$ cat src/rtl/tlp_rx_tap.sv
// Passive tap on the 64-bit AXI-Stream PCIe RX TLP interface. Each captured TLP is
// written into the RX snoop FIFO one word per beat, delayed by one beat so that the
// total byte length and tag, decoded from the first two beats, travel on every word.
// FIFO word layout, MSB first:
//   din[98:83] tlp_len, din[82:75] tlp_tag, din[74] tvalid, din[73] tlast,
//   din[72:65] tkeep, din[64:1] tdata, din[0] tuser
module tlp_rx_tap #(
  parameter int unsigned CNT_WIDTH = 32
) (
  input  logic                 pcie_clk,
  input  logic                 pcie_rst_n,
  input  logic                 rx_tvalid,
  input  logic                 rx_tready,
  input  logic [63:0]          rx_tdata,
  input  logic [7:0]           rx_tkeep,
  input  logic                 rx_tlast,
  input  logic                 snoop_en,
  input  logic                 fifo_prog_full,
  output logic                 wr_en,
  output logic [98:0]          din,
  output logic [CNT_WIDTH-1:0] pkt_cnt,
  output logic [CNT_WIDTH-1:0] drop_cnt,
  output logic [CNT_WIDTH-1:0] err_cnt
);

  typedef enum logic [1:0] {StIdle, StHdr2, StPass, StDrop} state_e;

  state_e               state_q, state_d;
  logic                 dly_vld_q, dly_vld_d;
  logic                 dly_last_q, dly_last_d;
  logic [7:0]           dly_keep_q, dly_keep_d;
  logic [63:0]          dly_data_q, dly_data_d;
  logic [15:0]          len_q, len_d;
  logic [7:0]           tag_q, tag_d;
  logic [CNT_WIDTH-1:0] pkt_q, pkt_d;
  logic [CNT_WIDTH-1:0] drop_q, drop_d;
  logic [CNT_WIDTH-1:0] err_q, err_d;

  logic        acc;
  logic [10:0] dw_cnt;
  logic [15:0] calc_len;
  logic [7:0]  calc_tag;

  assign acc = rx_tvalid & rx_tready;

  // Header decode works on the buffered header beat (DW0 in the low half).
  // A zero length field encodes 1024 DWs.
  assign dw_cnt   = (dly_data_q[9:0] == 10'd0) ? 11'd1024 : {1'b0, dly_data_q[9:0]};
  assign calc_len = (dly_data_q[29] ? 16'd16 : 16'd12)
                  + (dly_data_q[30] ? {3'b000, dw_cnt, 2'b00} : 16'd0);
  // Completions carry their tag in DW2 (second beat); requests in DW1.
  assign calc_tag = (dly_data_q[28:24] == 5'b01010) ? rx_tdata[15:8] : dly_data_q[47:40];

  // Next-state, FIFO write and counter logic; outputs zero whenever nothing is written.
  always_comb begin
    state_d    = state_q;
    dly_vld_d  = dly_vld_q;
    dly_last_d = dly_last_q;
    dly_keep_d = dly_keep_q;
    dly_data_d = dly_data_q;
    len_d      = len_q;
    tag_d      = tag_q;
    pkt_d      = pkt_q;
    drop_d     = drop_q;
    err_d      = err_q;
    wr_en      = 1'b0;
    din        = '0;

    unique case (state_q)
      StIdle: begin
        // Flush the buffered last beat of the previous TLP.
        if (dly_vld_q) begin
          wr_en     = 1'b1;
          din       = {len_q, tag_q, 1'b1, dly_last_q, dly_keep_q, dly_data_q, 1'b0};
          dly_vld_d = 1'b0;
          pkt_d     = pkt_q + CNT_WIDTH'(1);
        end
        if (acc) begin
          if (rx_tlast) begin
            err_d = err_q + CNT_WIDTH'(1);
          end else if (!snoop_en || fifo_prog_full) begin
            state_d = StDrop;
          end else begin
            dly_vld_d  = 1'b1;
            dly_last_d = rx_tlast;
            dly_keep_d = rx_tkeep;
            dly_data_d = rx_tdata;
            state_d    = StHdr2;
          end
        end
      end
      StHdr2: begin
        if (acc) begin
          wr_en      = 1'b1;
          din        = {calc_len, calc_tag, 1'b1, dly_last_q, dly_keep_q, dly_data_q, 1'b0};
          len_d      = calc_len;
          tag_d      = calc_tag;
          dly_vld_d  = 1'b1;
          dly_last_d = rx_tlast;
          dly_keep_d = rx_tkeep;
          dly_data_d = rx_tdata;
          state_d    = rx_tlast ? StIdle : StPass;
        end
      end
      StPass: begin
        if (acc) begin
          wr_en      = 1'b1;
          din        = {len_q, tag_q, 1'b1, dly_last_q, dly_keep_q, dly_data_q, 1'b0};
          dly_vld_d  = 1'b1;
          dly_last_d = rx_tlast;
          dly_keep_d = rx_tkeep;
          dly_data_d = rx_tdata;
          if (rx_tlast) state_d = StIdle;
        end
      end
      StDrop: begin
        if (acc && rx_tlast) begin
          drop_d  = drop_q + CNT_WIDTH'(1);
          state_d = StIdle;
        end
      end
      default: state_d = StIdle;
    endcase
  end

  // State, delay register, metadata and counter registers.
  always_ff @(posedge pcie_clk or negedge pcie_rst_n) begin
    if (!pcie_rst_n) begin
      state_q    <= StIdle;
      dly_vld_q  <= 1'b0;
      dly_last_q <= 1'b0;
      dly_keep_q <= '0;
      dly_data_q <= '0;
      len_q      <= '0;
      tag_q      <= '0;
      pkt_q      <= '0;
      drop_q     <= '0;
      err_q      <= '0;
    end else begin
      state_q    <= state_d;
      dly_vld_q  <= dly_vld_d;
      dly_last_q <= dly_last_d;
      dly_keep_q <= dly_keep_d;
      dly_data_q <= dly_data_d;
      len_q      <= len_d;
      tag_q      <= tag_d;
      pkt_q      <= pkt_d;
      drop_q     <= drop_d;
      err_q      <= err_d;
    end
  end

  assign pkt_cnt  = pkt_q;
  assign drop_cnt = drop_q;
  assign err_cnt  = err_q;

endmodule

$ cat config.mk
export PLATFORM = sky130hd
export DESIGN_NAME = tlp_rx_tap
export DESIGN_NICKNAME = d
export VERILOG_FILES = /design/src/rtl/tlp_rx_tap.sv
export SDC_FILE = /design/constraint.sdc
export NUM_CORES = 1
export LEC_CHECK = 0
export CORE_UTILIZATION = 48
export DETAILED_ROUTE_END_ITERATION = 8
export PLACE_DENSITY = 0.82
export SLEW_MARGIN = 15
export SYNTH_ARGS = -nofsm -noshare
export SYNTH_HDL_FRONTEND = slang
export SYNTH_SLANG_ARGS = --single-unit
$ cat constraint.sdc
create_clock -name pcie_clk -period 3.24 [get_ports pcie_clk]
set_clock_uncertainty 0.2 [all_clocks]
set_input_delay 0.648 -clock pcie_clk [delete_from_list [all_inputs] [get_ports pcie_clk]]
set_output_delay 0.648 -clock pcie_clk [all_outputs]
set_load 0.02 [all_outputs]
Word level (Yosys, flattened, before mapping) --
Index checks and enable logic that the tools add are counted.
Word-level totals: register bits after elaboration 196, output and inout port bits 196, logic and storage cells 81
Operators by class: reduce and logical (&&, ||, !) cells 14, equality and inequality tests 12, $add $sub $neg 4, bitwise logic cells 1, mux-type cells 40
Operator list (count):
- 99-bit case mux with 3 select lines | 1
- 64-bit two-way mux | 4
- 99-bit two-way mux | 2
- 64-bit case mux with 2 select lines | 1
- 97-bit two-way mux | 1
- 32-bit by 1-bit adder with 32-bit output (second input constant) | 3
- 8-bit two-way mux | 5
- 2-bit two-way mux | 8
- 8-bit case mux with 2 select lines | 1
- 5-bit by 13-bit adder with 14-bit output | 1
- 2-bit != test (second input constant) | 7
- 13-bit two-way mux | 1
- 11-bit two-way mux | 1
- 10-bit zero test | 1
- 1-bit two-way mux | 10
- 2-bit case mux with 4 select lines | 1
- 2-bit AND reduction | 4
- 1-bit case mux with 2 select lines | 3
- 6-bit AND reduction | 1
- 5-bit by 4-bit equality test with 1-bit output (second input constant) | 1
- 5-bit two-way mux | 1
- 5-bit AND reduction | 1
- 2-bit equality test (second input constant) | 2
- 3-bit AND reduction | 1
- 9 further kinds | 9

Logic depth before layout (Yosys ltp) --
depth after elaboration 6, mapped depth 9, mapped depth without buffers 8

Worst setup path before layout --
OpenSTA, ideal clock, no wires.
path kind reg-to-output, start point register dly_data_q[30], end point output port din[89], stages on the path, launching flop included 10, arrival time 2.406 ns, slack -0.014 ns, data required time 2.392 ns, path buffers 1, cells stage by stage dfrtp_1 -> clkbuf_1 -> and2_1 -> ha_1 -> inv_1 -> fa_1 -> nor2b_1 -> o21ai_0 -> xor2_1 -> o31ai_1
On the way: longest elaborated chain between the ends 4
Ends and longest elaborated chain:
- from (decl) | line 32 | logic [63:0] dly_data_q, dly_data_d;
- from (signal assigned) | line 144 | dly_data_q <= dly_data_d;
- 13-bit two-way mux | line 50 | + (dly_data_q[30] ? {3'b000, dw_cnt, 2'b00} : 16'd0);
- 5-bit by 13-bit adder with 14-bit output | line 50
- 97-bit two-way mux | line 93 | if (acc) begin
- 99-bit case mux with 3 select lines | line 69 | unique case (state_q)
- to (decl) | line 20 | output logic [98:0] din,
No other way between the ends.

Worst setup path after layout --
start point register dly_data_q[30], end point output port din[92]
Same word-level chain as after synthesis.

==> out/summary.txt <==
largest fanout of any net on the critical path -> 4
Cells after Synth -> 832
share of the synthesized area in compound gates (AO/OA/AOI/OAI) -> 3.80%
latest clock arrival within the worst-skew pair -> 430 ps
layout overhead on the synthesized area -> 39.3%
Syn Std Cell Area -> 9450 um^2
synthesized-area fraction occupied by adder cells -> 1.54%
via/cell ratio -> 5.22
global-route total usage across every layer -> 24.7%
ANT cells -> 0
launch instance of the worst register-to-register path -> state_q[1]$_DFFE_PN0P_
Total Power -> 10600 uW
Worst Tran Pin Value -> 665 ps
pin count of the biggest net entering global routing -> 82
fraction of the yosys area taken by sequential cells -> 50.9%
number of buffer cells added on primary ports -> 269
Seq cells post-synth -> 192
Avg Cell Area, Syn -> 11.4 um^2
Max Transition Viols Final -> 0
FF-to-FF End -> err_cnt[13]$_DFFE_PN0P_
number of warnings reported in the yosys synthesis log -> 0
area of the core region -> 19000 um^2
most common cell after layout, fill and taps aside -> sky130_fd_sc_hd__dfrtp_1
starting density of the core -> 49.7%
Setup violations, final -> 0
DIE AREA -> 20200 um^2
kind of end point of the critical path -> output port
Worst Hold Class -> in2async
critical path type -> reg2out
buffer depth of the longest clock path -> 2
xor and xnor area share after synthesis -> 9.27%
final critical-path required period -> 3200 ps
number of placed cells counting well taps -> 1360
power density of the placed cells -> 805 nW/um^2
drt first-iter violations -> 291
Num CTS Buffers -> 17
number of antenna violations at the first check in global routing -> 0
CTS root buf -> sky130_fd_sc_hd__clkbuf_16
final routed wirelength across all metal layers -> 24200 um
top cells by area in the synthesized netlist -> sky130_fd_sc_hd__dfrtp_1 51%, sky130_fd_sc_hd__mux2_2 9.1%, sky130_fd_sc_hd__xnor2_1 6.2%, sky130_fd_sc_hd__and2_1 5.4%, sky130_fd_sc_hd__xor2_1 3.1%
most common flop cell mapped by yosys -> sky130_fd_sc_hd__dfrtp_1
Final Cycle Share -> 98.7%
share of async-settable or async-resettable flops after synthesis -> 100%
router iterations before antenna repair -> 4
dominant combinational cell family by area after synthesis -> simple AND/OR/NAND/NOR gates
highest-count cells in the layout ignoring fill and taps -> 192 x sky130_fd_sc_hd__dfrtp_1, 172 x sky130_fd_sc_hd__clkdlybuf4s50_1, 80 x sky130_fd_sc_hd__and2_1
Storage cell area -> 4800 um^2
via count -> 7303
HPWL after DPL -> 17000 um
setup repair after global routing missed its margin -> true
via count of the first global-routing pass -> 7282
leakage power -> 0.00597 uW
number of unique standard cell types used by synthesis -> 52
share of cells above drive strength 1 -> 21.8%
fill count -> 1439
DRC violations left -> 0
mux contribution to synthesized area -> 10.0%
depth of the worst register-to-register path -> 7
worst path required time -> 2390 ps
slack of the worst reg-to-reg path -> 1030 ps
Hold Worst Slack -> 62.5 ps
worst slew margin relative to its limit -> 55.7%
data arrival time of the critical path -> 2350 ps
count of clock tree sinks -> 192
max capacitance violation total -> 0
GPL Wtd Cong -> 0.811
CP startpoint kind -> flop
Clock H-tree levels -> 4
post-DR wirelength/cell -> 17.3 um
crit path launch -> dly_data_q[30]$_DFFE_PN0P_
Die Width -> 142 um
top cell type's share of synthesized area -> 50.9%
multi-input combinational cell area -> 4440 um^2
post-route insts no fill -> 1398
count of endpoints failing hold in the final timing report -> 0
Layout Nets -> 1215
remaining number of nets flagged by the antenna check after routing -> 0
maximum clock frequency -> 313 MHz
global-route wire length before repair -> 38800 um
Die Span Y -> 142 um
synthesized-area fraction occupied by and/or/nand/nor cells -> 20.7%
Yosys top cell by area -> sky130_fd_sc_hd__dfrtp_1
TritonCTS clock tree -> built
result of the run -> complete, no violations
maximum vdd drop -> 0.771 mV
number of standard-cell rows in the floorplan -> 50
Reg clk slew, reported paths -> 80 ps
capturing element of the worst setup path -> din[92]
gr ovfl total -> 0
top-level I/O count -> 275
count of flip-flops with a built-in enable after synthesis -> 0
-- cells in the mapped netlist, drive strengths merged, types with 8 or more instances --
| cell | n |
|---|---|
| dfrtp | 192 |
| mux2i | 9 |
| inv | 16 |
| buf | 29 |
| nand2 | 73 |
| and3 | 18 |
| and2 | 83 |
| ha | 10 |
| nor2 | 12 |
| nor4 | 12 |
| nand3 | 37 |
| clkbuf | 18 |
| nand4 | 44 |
| nor3 | 18 |
| xnor2 | 67 |
| and4 | 15 |
| o21ai | 32 |
| xor2 | 33 |
| mux2 | 76 |
| a21oi | 8 |
-- per-stage QoR --
step           utilization (%)  TNS [ps]  setup WS [ps]  instance area, um^2
2_1_floorplan                -         0           61.9                 9470
3_3_place_gp              66.4    -39820           -483                12600
3_5_place_dp              66.4    -42720           -511                12600
4_1_cts                   69.4         0           5.56                13200
5_1_grt                   69.2      -115          -87.7                13200
6_report                  69.2         0           42.2                13200
-- final cells by class --
cell class	count	share of cell area (%)
inverter	16	0.456
timing repair buffer	317	22.7
sequential	192	36.5
clock inverter	15	0.922
multi-input combinational	581	33.7
clock buffer	17	3.23
tap	260	2.47
-- flip-flops by register name (all words and copies together) (netlist names) --
signal	count
dly_data_q	64
dly_keep_q	8
dly_last_q	1
dly_vld_q	1
drop_cnt	32
err_cnt	32
len_q	12
pkt_cnt	32
state_q	2
tag_q	8
-- kinds of logic after synthesis --
kind of cell    count (synthesis)
simple gates                  320
flops                         192
xor+xnor                      100
mux                            85
buf+inv                        63
compound gates                 60
fa+ha+maj                      11
other cells                     1
-- how the worst min path moves through the flow --
stage	startpoint	endpoint	slack, ps	cells past startpoint
floorplan	pcie_rst_n	dly_data_q[0]$_DFFE_PN0P_	150	0
global placement	err_cnt[31]$_DFFE_PN0P_	err_cnt[31]$_DFFE_PN0P_	260	1
detailed placement	err_cnt[31]$_DFFE_PN0P_	err_cnt[31]$_DFFE_PN0P_	260	1
CTS	pcie_rst_n	err_cnt[18]$_DFFE_PN0P_	70	1
global route	pcie_rst_n	err_cnt[22]$_DFFE_PN0P_	100	1
finish	pcie_rst_n	err_cnt[18]$_DFFE_PN0P_	60	1
-- repair_timing --
action | 4_1_cts | 5_1_grt
cloned | 2 | 0
resized for setup | 173 | 89
buffers inserted | 3 | 1
endpoints found under the setup margin | 93 | 62
hold buffers | 0 | 0
pin swaps | 2 | 8
-- where the power goes --
group | switching, uW | internal (uW)
clock | 990 | 1010
sequential | 518 | 3070
combinational | 2540 | 2470
total | 4050 | 6550
-- metal layers --
metal  global-route usage (%)  part of all wire (%)  vias to the layer above
met5                        0                     0                        -
met4                     7.24                   1.8                        0
met3                     6.46                   6.5                       32
met2                     40.8                    48                      236
met1                     31.7                    43                     3572
li1                         -                     -                     3463
-- critical path: stages (launching register included) --
cell and delay, ps:
sky130_fd_sc_hd__dfrtp_1 370, sky130_fd_sc_hd__buf_4 140, sky130_fd_sc_hd__and2_4 140, sky130_fd_sc_hd__ha_4 300
sky130_fd_sc_hd__nand3_4 100, sky130_fd_sc_hd__a211oi_2 260, sky130_fd_sc_hd__xnor2_1 130, sky130_fd_sc_hd__o31ai_1 280
sky130_fd_sc_hd__buf_2 220
Power figures use the tool's default switching activity.
